<file path="src/rtl/instr_encoder.sv">
// RV32I instruction encoder with a small valid/ready output FIFO.
// Optional immediate range checking is enabled by defining ENC_RANGE_CHECK_EN.
module instr_encoder #(
  parameter int unsigned DEPTH     = 2,
  parameter logic [31:0] NOP_INSTR = 32'h00000013
) (
  input  logic        clk,
  input  logic        rst,
  input  logic        in_valid,
  output logic        in_ready,
  input  logic [6:0]  in_opcode,
  input  logic [4:0]  in_rd,
  input  logic [4:0]  in_rs1,
  input  logic [4:0]  in_rs2,
  input  logic [2:0]  in_funct3,
  input  logic [6:0]  in_funct7,
  input  logic [31:0] in_imm,
  output logic        out_valid,
  input  logic        out_ready,
  output logic [31:0] out_instr,
  output logic        out_err
);

  localparam int unsigned   AW       = (DEPTH > 1) ? $clog2(DEPTH) : 1;
  localparam int unsigned   CW       = AW + 1;
  localparam logic [CW-1:0] FULL_CNT = CW'(DEPTH);

  typedef enum logic [2:0] {FMT_R, FMT_I, FMT_S, FMT_B, FMT_J, FMT_U, FMT_BAD} fmt_e;

  typedef struct packed {
    logic        err;
    logic [31:0] instr;
  } entry_t;

  fmt_e        fmt;
  logic        range_ok;
  logic [31:0] enc_word;
  entry_t      enc_entry;

  // NOTE: every combinational output gets a default before the case so no latch is inferred.
  always_comb begin
    fmt = FMT_BAD;
    case (in_opcode)
      7'b0000011, 7'b0010011, 7'b1100111: fmt = FMT_I;
      7'b0100011:                         fmt = FMT_S;
      7'b1100011:                         fmt = FMT_B;
      7'b1101111:                         fmt = FMT_J;
      7'b0010111, 7'b0110111:             fmt = FMT_U;
      7'b0110011:                         fmt = FMT_R;
      default:                            fmt = FMT_BAD;
    endcase
  end

`ifdef ENC_RANGE_CHECK_EN
  // Immediate must be representable after sign extension from the format's top bit.
  always_comb begin
    range_ok = 1'b1;
    case (fmt)
      FMT_I, FMT_S, FMT_B: range_ok = (&in_imm[31:11]) | ~(|in_imm[31:11]);
      FMT_J, FMT_U:        range_ok = (&in_imm[31:19]) | ~(|in_imm[31:19]);
      default:             range_ok = 1'b1;
    endcase
  end
`else
  assign range_ok = 1'b1;
`endif

  logic unused_imm_hi;
  assign unused_imm_hi = ^in_imm[31:20];

  always_comb begin
    enc_word = '0;
    case (fmt)
      FMT_R: enc_word = {in_funct7, in_rs2, in_rs1, in_funct3, in_rd, in_opcode};
      FMT_I: enc_word = {in_imm[11:0], in_rs1, in_funct3, in_rd, in_opcode};
      FMT_S: enc_word = {in_imm[11:5], in_rs2, in_rs1, in_funct3, in_imm[4:0], in_opcode};
      FMT_B: enc_word = {in_imm[11], in_imm[9:4], in_rs2, in_rs1, in_funct3,
                         in_imm[3:0], in_imm[10], in_opcode};
      FMT_J: enc_word = {in_imm[19], in_imm[9:0], in_imm[10], in_imm[18:11], in_rd, in_opcode};
      FMT_U: enc_word = {in_imm[19:0], in_rd, in_opcode};
      default: enc_word = NOP_INSTR;
    endcase

    if (fmt == FMT_BAD || !range_ok) begin
      enc_entry.err   = 1'b1;
      enc_entry.instr = NOP_INSTR;
    end else begin
      enc_entry.err   = 1'b0;
      enc_entry.instr = enc_word;
    end
  end

  entry_t          mem_q [DEPTH];
  entry_t          mem_d [DEPTH];
  logic [AW-1:0]   wr_ptr_q, wr_ptr_d;
  logic [AW-1:0]   rd_ptr_q, rd_ptr_d;
  logic [CW-1:0]   count_q, count_d;
  logic            push, pop;

  // in_ready looks only at the registered count, so a pop never opens a slot in the same cycle.
  assign in_ready  = (count_q != FULL_CNT);
  assign out_valid = (count_q != '0);
  assign push      = in_valid && in_ready;
  assign pop       = out_valid && out_ready;
  assign out_instr = mem_q[rd_ptr_q].instr;
  assign out_err   = mem_q[rd_ptr_q].err;

  always_comb begin
    mem_d    = mem_q;
    wr_ptr_d = wr_ptr_q;
    rd_ptr_d = rd_ptr_q;
    count_d  = count_q;
    if (push) begin
      mem_d[wr_ptr_q] = enc_entry;
      wr_ptr_d        = wr_ptr_q + 1'b1;
    end
    if (pop) begin
      rd_ptr_d = rd_ptr_q + 1'b1;
    end
    case ({push, pop})
      2'b10:   count_d = count_q + 1'b1;
      2'b01:   count_d = count_q - 1'b1;
      default: count_d = count_q;
    endcase
  end

  // NOTE: storage is reset too, so out_instr/out_err read as 0 straight out of reset.
  always_ff @(posedge clk or posedge rst) begin
    if (rst) begin
      for (int i = 0; i < int'(DEPTH); i++) begin
        mem_q[i] <= '0;
      end
      wr_ptr_q <= '0;
      rd_ptr_q <= '0;
      count_q  <= '0;
    end else begin
      mem_q    <= mem_d;
      wr_ptr_q <= wr_ptr_d;
      rd_ptr_q <= rd_ptr_d;
      count_q  <= count_d;
    end
  end

endmodule

</file>
<file path="config.mk">
export PLATFORM = sky130hd
export DESIGN_NAME = instr_encoder
export DESIGN_NICKNAME = d
export VERILOG_FILES = /design/src/rtl/instr_encoder.sv
export SDC_FILE = /design/constraint.sdc
export NUM_CORES = 1
export LEC_CHECK = 0
export ABC_AREA = 1
export BUFFER_PORTS_ARGS = -buffer_cell sky130_fd_sc_hd__buf_2
export CORE_MARGIN = 8
export CORE_UTILIZATION = 59
export CTS_CLUSTER_DIAMETER = 150
export CTS_CLUSTER_SIZE = 24
export DETAILED_ROUTE_END_ITERATION = 16
export GPL_ROUTABILITY_DRIVEN = 0
export PLACE_DENSITY = 0.85
export SYNTH_ARGS = -nofsm -noshare
export SYNTH_HDL_FRONTEND = slang
export SYNTH_SLANG_ARGS = --single-unit
export TNS_END_PERCENT = 50
</file>
<file path="constraint.sdc">
create_clock -name clk -period 3.7 [get_ports clk]
set_clock_uncertainty 0.15 [all_clocks]
set_input_delay 0.185 -clock clk [delete_from_list [all_inputs] [get_ports clk]]
set_output_delay 0.185 -clock clk [all_outputs]
set_load 0.03 [all_outputs]
</file>
==> metrics.md <==
| Metric | Value |
|---|---|
| Max Cap Viol | `0` |
| Final Setup Violations | `0` |
| All-Layer GR Usage | `0.2599` |
| Worst EP required | `~3400 ps` |
| Setup crit start kind | `register` |
| Worst setup EP type | `primary output` |
| Clock buffer depth | `2` |
| GRT overflow | `0` |
| Final antenna-violating net count | `0` |
| H-tree depth | `3` |
| Met1 usage | `0.3227` |
| Dpl cells | `around 850` |
| Clk root buf | `clkbuf_8` |
| Die area | `between 10000 and 15000 um2` |
| Clk sink count | `70` |
| Syn. warnings | `0` |
| Setup WS post-layout | `1011 ps` |
| Achievable Freq | `~370 MHz` |
| Vias in the first global route | `4576` |
| Vias per cell | `around 5.5` |
| Met2 usage | `0.4361` |
| Most Crowded Layer GR | `met2` |
| CTS tree | `built` |
| Dpl ws | `1291 ps` |
| DR DRC count | `0` |
| Maximum VDD drop | `just over 0.3 mV` |
| Final setup TNS | `0 ps` |
| RSZ-0062 raised after global routing | `false` |
| Worst-skew pair later-pin latency | `350 ps` |
| Crit path time final | `2689 ps` |
| Final Instance Area | `slightly above 5000 um2` |
| Top FF cell, synth | `dfrtp_1` |
| Pins Over Slew Limit | `0` |
| Post-synthesis cell type count | `28` |
| Vias | `~4800` |
| Slew margin rel. | `0.2527` |
| Post-CTS Resized | `0` |
| Period utilisation layout | `0.7269` |
| Starting DRT DRC Count | `472` |
| Port buffer count | `90` |
| Hold violation count in the final report | `0` |
| Sequential area share after synthesis | `0.3972` |
| Drt total wl | `~13000 um` |
| Core Rows | `31` |
| Number of antenna violations at the first check in global routing | `0` |
| Final-layout fill cell count | `approximately 630` |
| Synth top cells by count | `nand2_1 (361), nand3_1 (98), dfrtp_1 (70)` |
| Area of the multi-input gates | `between 2000 and 2500 um2` |
| Min-Delay Path Class | `primary input to register` |
| P_leak | `~0.0031 uW` |
| TritonCTS Buffers | `9` |
| CORE AREA | `7253 um2` |
| First-pass GRT wire length | `between 20000 and 25000 um` |
| Syn Std Cell Area | `about 4400 um2` |
| Ys async rst share | `1.000` |
| Area grow syn2layout | `15.55%` |
| Post-synthesis register bit count | `70` |
| # diodes | `0` |
| Yosys top cell by area | `dfrtp_1` |
| Crit path DAT | `2350 ps` |
| Post-synth EDFFs | `0` |
| Syn Area/Cell | `6.355 um2` |
| Worst setup path class | `register to primary output` |
| Pwr dens | `about 520 nW/um2` |
| Die H | `a little over 100 um` |
| Die Span X | `approximately 100 um` |
| Status | `finished clean` |
| Pre-antenna DRT Iters | `6` |
| Slew @ Worst Pin | `1120 ps` |
| Register Area | `1752 um2` |
| Dpl cell area | `4852 um2` |
| Yosys top cell area share | `0.3972` |
| Critical Path Fanout Max | `38` |
| Layout cells sized above 1 | `0.1660` |
| DR WL/cell | `~15 um` |
| Final Instance Count excl. Fillers | `between 800 and 900` |
| Nets | `835` |
| Cells after synthesis | `694` |
| Clock Pin Slew Worst Setup and Hold Paths | `80 ps` |
| Total Power | `2663 uW` |
| Synth Net Count | `approximately 760` |
| Most common cell in the netlist | `nand2_1` |
| Largest net degree at the start of global routing | `between 40 and 50` |
| Starting Density | `0.6081` |
| # IOs | `~100` |
| # Post-CTS Setup Buffers | `0` |
| GR Layer Usage met3 | `0.05450` |
| Hold-fix buffers, CTS | `2` |
| Top post-synthesis cells by area | `dfrtp_1 (40%), nand2_1 (31%), nand3_1 (11%)` |
| HPWL Detailed | `around 8600 um` |
==> cells by family (layout without fill, tap and decap cells) <==
group,count (synthesis),in the layout,synth area share
xor+xnor,3,3,0.005959
compound gates,39,39,0.04483
simple gates,513,513,0.4794
buf+inv,68,145,0.06979
flops,70,70,0.3972
fa+ha+maj,1,1,0.002836
==> final cells by class <==
class | count | area share
clock buffer | 11 | 0.02774
clock inverter | 5 | 0.01620
inverter | 28 | 0.02062
multi-input combinational | 556 | 0.4618
sequential | 70 | 0.3437
tap | 99 | 0.02431
timing repair buffer | 101 | 0.1056
==> metal layers <==
metal,vias to the layer above,share of wire
met5,-,0
met1,2211,0.41
met2,223,0.49
met4,0,0.021
li1,2323,-
met3,28,0.086
==> sequential cells by signal (all words and copies together), names as in the netlist <==
register	cells
mem_q	66
wr_ptr_q	1
count_q	2
rd_ptr_q	1
==> power by group <==
part | switching (uW) | internal (uW) | total, uW
Sequential | 74.8 | 896 | 970
Clock | 299 | 400 | 698
Combinational | 747 | 247 | 994
==> through the flow <==
| step | hold WS, ps | utilization |
|---|---|---|
| 2_1_floorplan | 214.9 | - |
| 3_3_place_gp | 214.7 | 0.6690 |
| 3_5_place_dp | 228.0 | 0.6690 |
| 4_1_cts | 6.437 | 0.7026 |
| 5_1_grt | 32.65 | 0.7026 |
| 6_report | 15.17 | 0.7026 |
==> layout by cell type (no fill, tap or decap), drive strengths merged, types with 4 or more instances in the layout <==
| cell | synthesis | routed |
|---|---|---|
| buf | 25 | 99 |
| nor2 | 37 | 37 |
| nand2 | 364 | 364 |
| inv | 27 | 27 |
| o21ai | 28 | 28 |
| clkbuf | 15 | 11 |
| clkinv | 1 | 4 |
| nand3 | 98 | 98 |
| dfrtp | 70 | 70 |
| a21oi | 10 | 10 |
| nor3 | 9 | 9 |
==> worst paths after layout <==
kind                            start             to  slack (ps)  cells after the start
setup / recovery             rd_ptr_q  out_instr[30]        1010                      5
hold / removal               in_valid       wr_ptr_q          20                      4
setup reg to reg           count_q[0]      mem_q[39]        1250                      9
hold reg to reg             mem_q[33]      mem_q[33]         310                      2
max in group asynchronous         rst      mem_q[51]        2070                      4
min in group asynchronous         rst     count_q[0]         380                      3
==> critical path, cell delays in order (launching register included) <==
cell and delay [ps]:
dfrtp_1 370, buf_4 260, inv_1 870, nand2_1 160, nand2_1 130, buf_2 200
(Power assumes the default switching activity.)
